==> src/rtl/dili_pointwise_mul_stage.sv <==
// Two-stage pointwise multiplier for NTT-domain coefficients: S1 captures (a, b, idx), S2 holds
// the full signed product for the Montgomery reduction stage. Handshakes are valid/ready.
module dili_pointwise_mul_stage #(
  parameter int unsigned WIDTH = 32,
  parameter int unsigned Q     = 8380417,
  parameter int unsigned N     = 256,
  parameter int unsigned IDX_W = 8
) (
  input  logic                      clk_i,
  input  logic                      rst_ni,
  input  logic                      clear_i,
  input  logic                      valid_i,
  output logic                      ready_o,
  input  logic signed [WIDTH-1:0]   a_i,
  input  logic signed [WIDTH-1:0]   b_i,
  output logic                      valid_o,
  input  logic                      ready_i,
  output logic signed [2*WIDTH-1:0] prod_o,
  output logic [IDX_W-1:0]          idx_o,
  output logic                      last_o
);

  localparam logic [IDX_W-1:0] IdxLast = IDX_W'(N - 1);

  // The modulus must fit a signed coefficient and the index must cover every coefficient.
  if (longint'(Q) >= (longint'(1) << (WIDTH - 1))) begin : g_q_check
    $error("Q does not fit in a signed WIDTH-bit coefficient");
  end
  if (IDX_W != $clog2(N)) begin : g_idx_check
    $error("IDX_W must equal clog2(N)");
  end

  logic                      s1_valid_q, s2_valid_q;
  logic signed [WIDTH-1:0]   s1_a_q, s1_b_q;
  logic [IDX_W-1:0]          s1_idx_q, s2_idx_q;
  logic signed [2*WIDTH-1:0] s2_prod_q;
  logic                      s2_last_q;
  logic [IDX_W-1:0]          cnt_q, cnt_d;

  logic                      s1_en, s2_en, in_xfer;
  logic signed [2*WIDTH-1:0] a_ext, b_ext, prod;

  always_comb begin
    s2_en   = !s2_valid_q || ready_i;
    s1_en   = !s1_valid_q || s2_en;
    ready_o = s1_en && !clear_i;
    in_xfer = valid_i && ready_o;
    cnt_d   = (cnt_q == IdxLast) ? '0 : cnt_q + 1'b1;
  end

  // Sign-extend explicitly so the product is exact over the full 2*WIDTH range.
  always_comb begin
    a_ext = {{WIDTH{s1_a_q[WIDTH-1]}}, s1_a_q};
    b_ext = {{WIDTH{s1_b_q[WIDTH-1]}}, s1_b_q};
    prod  = a_ext * b_ext;
  end

  always_ff @(posedge clk_i or negedge rst_ni) begin
    if (!rst_ni) begin
      s1_valid_q <= 1'b0;
      s2_valid_q <= 1'b0;
      cnt_q      <= '0;
    end else if (clear_i) begin
      s1_valid_q <= 1'b0;
      s2_valid_q <= 1'b0;
      cnt_q      <= '0;
    end else begin
      if (s1_en)   s1_valid_q <= in_xfer;
      if (s2_en)   s2_valid_q <= s1_valid_q;
      if (in_xfer) cnt_q      <= cnt_d;
    end
  end

  always_ff @(posedge clk_i) begin
    if (in_xfer) begin
      s1_a_q   <= a_i;
      s1_b_q   <= b_i;
      s1_idx_q <= cnt_q;
    end
  end

  always_ff @(posedge clk_i or negedge rst_ni) begin
    if (!rst_ni) begin
      s2_prod_q <= '0;
      s2_idx_q  <= '0;
      s2_last_q <= 1'b0;
    end else if (s2_en && s1_valid_q && !clear_i) begin
      s2_prod_q <= prod;
      s2_idx_q  <= s1_idx_q;
      s2_last_q <= (s1_idx_q == IdxLast);
    end
  end

  assign valid_o = s2_valid_q;
  assign prod_o  = s2_prod_q;
  assign idx_o   = s2_idx_q;
  assign last_o  = s2_last_q && s2_valid_q;

endmodule
==> config.mk <==
export PLATFORM = sky130hd
export DESIGN_NAME = dili_pointwise_mul_stage
export DESIGN_NICKNAME = d
export VERILOG_FILES = /design/src/rtl/dili_pointwise_mul_stage.sv
export SDC_FILE = /design/constraint.sdc
export NUM_CORES = 2
export LEC_CHECK = 0
export BUFFER_PORTS_ARGS = -buffer_cell sky130_fd_sc_hd__buf_2
export CORE_ASPECT_RATIO = 1.1
export CORE_MARGIN = 3
export CORE_UTILIZATION = 50
export CTS_CLUSTER_DIAMETER = 50
export CTS_CLUSTER_SIZE = 25
export DETAILED_ROUTE_END_ITERATION = 7
export PLACE_DENSITY = 0.62
export SLEW_MARGIN = 5
export SYNTH_ARGS = -nofsm -noshare
export SYNTH_HDL_FRONTEND = slang
export SYNTH_SLANG_ARGS = --single-unit
==> constraint.sdc <==
create_clock -name clk_i -period 9.8 [get_ports clk_i]
set_input_delay 0.49 -clock clk_i [delete_from_list [all_inputs] [get_ports clk_i]]
set_output_delay 0.49 -clock clk_i [all_outputs]
set_load 0.02 [all_outputs]
---- Yosys cells after proc, flatten, opt, wreduce, memory -nomap -nowiden ----
Index checks and enable logic that the tools add are counted.
storage, ports and cells
  bits in registers ....................... 155
  bits in latches ......................... 0
  bits in writable memories ............... 0
  bits in read-only memories .............. 0
  output and inout port bits .............. 75
  logic and storage cells ................. 33
  memories kept ........................... 0
operators by class
  add/sub/neg operators ................... 1
  multiply operators ...................... 1
  div/mod/pow operators ................... 0
  magnitude comparators ................... 0
  eq/ne operators ......................... 2
  shift-type cells ........................ 0
  muxes and demuxes ....................... 7
  bitwise operators ....................... 0
  reduce and logical (&&, ||, !) cells .... 13
operator list
  kind                                          number
  multiplier 32 x 32 -> 64 bit                  1
  two-way mux 8 bit                             3
  equality test 8 bit (second input constant)   2
  adder 8 x 1 -> 8 bit (second input constant)  1
  nonzero test 2 bit                            3
  logical AND 1 bit                             5
  two-way mux 1 bit                             4
  logical NOT 1 bit                             3
  logical OR 1 bit                              2

---- Longest topological paths before layout ----
  depth after elaboration ................. 7
  gate-level depth with buffers ........... 28
  depth with buffers taken out ............ 26

---- Worst setup path before layout ----
Ideal clock, no wire load.
  path kind ............................... register to register
  start ................................... register s1_a_q[31]
  end ..................................... register s2_prod_q[62] (netlist: prod_o[62])
  setup time .............................. 0.128 ns
  data arrival time ....................... 7.579 ns
  slack ................................... 2.093 ns
  cell stages (with the launch flop) ...... 27
  buffers on the path ..................... 2
  period minus slack after synthesis ...... 7.707 ns
  path through ............................ edfxtp_1 > clkbuf_1 > nand2_1 > inv_1 > fa_1 > fa_1 > fa_1 > fa_1 > inv_1 > fa_1 > inv_1 > fa_1 > inv_1 > fa_1 > inv_1 > fa_1 > ha_1 > clkbuf_1 > a21oi_1 > o21bai_1 > a21o_1 > a21o_1 > a21o_1 > a221o_1 > a31oi_1 > mux2i_1 > nand3_1
on the way
  word-level cells in the longest chain between the ends .. 1
ends and longest elaborated chain
  what                          RTL line  text
  from (decl)                   34        logic signed [WIDTH-1:0] s1_a_q, s1_b_q;
  from (signal assigned)        76        s1_a_q <= a_i;
  multiplier 32 x 32 -> 64 bit  55        prod = a_ext * b_ext;
  to (signal assigned)          88        s2_prod_q <= prod;
  to (decl)                     36        logic signed [2*WIDTH-1:0] s2_prod_q;
Every way passes these cells.
A chain may end at the register's enable or synchronous reset.

---- Worst setup path in the final report ----
  start ................................... register s1_b_q[5]
  end ..................................... register s2_prod_q[56] (netlist: prod_o[56])
on the way
  word-level cells in the longest chain between the ends .. 1
ends and longest elaborated chain
  what                          RTL line  text
  from (decl)                   34
  from (signal assigned)        77        s1_b_q <= b_i;
  multiplier 32 x 32 -> 64 bit  55
Every way passes these cells.

==> impl_results.md <==
- Crit path kind: register to register
- Ys flop type: dfrtp_1
- Vias in the first global route: 31100
- Tmin final: 8940 ps
- Via density: 5.29
- Port bufs: 143
- Top-count cell post-synth: fa_1
- Critical Path AT: 9350 ps
- Distinct cells, synth: 66
- WP data required: 10210 ps
- Root buffer cell: clkbuf_16
- Worst Hold Margin: 141 ps
- Share of the synthesized area in the top cell type: 52.1%
- Largest net degree at the start of global routing: 82
- Layout cell share with drive strength beyond 1: 6.66%
- Fill cells: 7561
- Final Hold Vio Count: 0
- H-tree depth: 4
- Post-layout utilization of the core: 53.6%
- Register area: 0.00424 sq mm
- Synth async-reset ratio: 53.5%
- CTS clk-pin slew, worst paths: 100 ps
- Post-synth EDFFs: 72
- CP endpoint kind: register
- Tightest Pin Transition: 1180 ps
- Synth top cells by count: fa_1, inv_1, nand2_1
- Initial DRC count: 1325
- Flops & latches, synth: 155
- Clk sinks: 155
- Fmax: 0.112 GHz
- Crit path max fanout: 32
- First-pass GRT wire length: 176000 um
- Nets: 5633
- Unrepaired setup endpoints after global routing: no
- Syn Nets: 5601
- Final instance area: 0.0441 sq mm
- Post-synth top area cell: fa_1
- Relative slew slack: 21.4%
- Syn Area/Cell: 9.74 sq um
- Overall routing resource usage: 26.9%
- WL/cell: 20.4 um
- P&R area growth vs syn: 6.04%
- Outcome: complete, no violations
- Register area share after synthesis: 10.2%
- First drt pass iteration count: 5
- Gp weighted congestion: 0.899
- CTS max path bufs: 2
- Synth warn: 0
- Cts bufs inserted: 17
- Most area-consuming cells after synthesis: fa_1, inv_1, and2_1
- Hold/Removal Path Class: primary input to register
- Synth Instances: 4265
- Final setup skew: 26.8 ps
- Core ar.: 0.0822 sq mm
- Initial Util: 50.6%
- Die ar.: 0.0866 sq mm
- Row cnt: 110
- Initial antenna violation count: 0
- Final WL: 110000 um
- Setup bufs post-CTS: 0
- CTS tree: built
- Area of the multi-input gates: 0.0329 sq mm
- Worst skew pair latency: 520 ps
- Setup-failing EPs final: 0
- # DRC: 0
- Max Transition Viols Final: 0
- DR vias: 28400
- Mapped Area: 0.0416 sq mm
- Max-cap viol count: 0
- Setup TNS Final: 0 ps
- Worst Setup Start Kind: register
- Post-DRT Antenna Nets: 0
- Die height: 308 um
- I/O pin cnt: 144
- GR Overflow Total: 0
- Tcrit/Tclk final: 91.2%
- Die W: 281 um
- DP HPWL: 93100 um
- Placement Cell Area: 0.0435 sq mm
per-stage QoR:
stage | setup WS (ps) | cells
after CTS | 925 | 5374
after floorplan | 2090 | 4265
after global placement | 1050 | 5341
after global routing | 313 | 5374
after detailed placement | 970 | 5341
final | 859 | 5375
layer usage:
layer | up-vias | track usage (%) | wire, um
li1 | 12500 | - | -
met1 | 15100 | 32.4 | 41200
met2 | 713 | 49.2 | 59500
met3 | 183 | 3.23 | 4520
met4 | 0 | 10.4 | 4480
met5 | - | 0 | 0
worst max-delay path, stage by stage (launching register included):
cell	delay [ps]
edfxtp_1	1090
nand2_1	300
inv_1	170
fa_1	400
inv_1	250
fa_1	480
inv_1	220
fa_1	500
fa_1	380
buf_4	210
inv_1	470
fa_1	520
inv_1	90
fa_1	410
inv_1	80
fa_1	400
inv_1	80
fa_1	410
ha_1	440
nand4_1	260
nor4_1	330
inv_1	70
a211oi_1	560
o21ai_0	260
and3_1	230
o31ai_1	180
flip-flops by register name, indices dropped and copies added (netlist names):
signal	count
cnt_q	8
prod_o	64
s1_valid_q	1
valid_o	1
idx_o	8
s1_a_q	32
s1_b_q	32
s2_last_q	1
s1_idx_q	8
path summary, 6_finish.rpt:
kind | from | end | slack (ps) | depth (start not counted)
worst max-delay path | s1_b_q[5] | prod_o[56] | 860 | 25
worst min-delay path | b_i[16] | s1_b_q[16] | 140 | 1
worst max register to register | s1_b_q[5] | prod_o[56] | 860 | 25
worst min register to register | s1_idx_q[4] | idx_o[4] | 460 | 2
max in group asynchronous | rst_ni | idx_o[1] | 8270 | 3
min in group asynchronous | rst_ni | prod_o[59] | 360 | 2
final cells by class:
| cell class | instances | area share [%] |
|---|---|---|
| sequential | 155 | 9.62 |
| antenna | 1 | 0.00568 |
| clock inverter | 14 | 0.352 |
| clock buffer | 18 | 0.974 |
| tap | 1064 | 3.02 |
| multi-input combinational | 2920 | 74.6 |
| inverter | 968 | 8.24 |
| timing repair buffer | 235 | 3.20 |
kinds of logic after synthesis:
| kind of cell | synth area share (%) |
|---|---|
| flip-flops | 10.2 |
| buffers and inverters | 10.8 |
| AO/OA/AOI/OAI | 4.21 |
| adder cells (fa/ha/maj) | 57.7 |
| AND/OR/NAND/NOR | 15.6 |
| multiplexers | 0.126 |
| XOR/XNOR | 1.39 |
cell usage in the layout, fill, tap and decap left out, drive strengths merged, types with 35 or more instances in the layout:
cell type	count
a21o	35
a21oi	65
and2	517
buf	234
dfrtp	83
edfxtp	72
fa	1082
ha	185
inv	975
nand2	634
nor2	43
o21ai	80
xnor2	39
timing repair:
item / in CTS / in global routing
gates resized for setup: 0 / 0
hold buffers: 1 / 0
hold endpoints to repair: 11 / 0
Power is not shown: default switching activity piles up to over one toggle a cycle in this logic, so the estimate is an artifact.
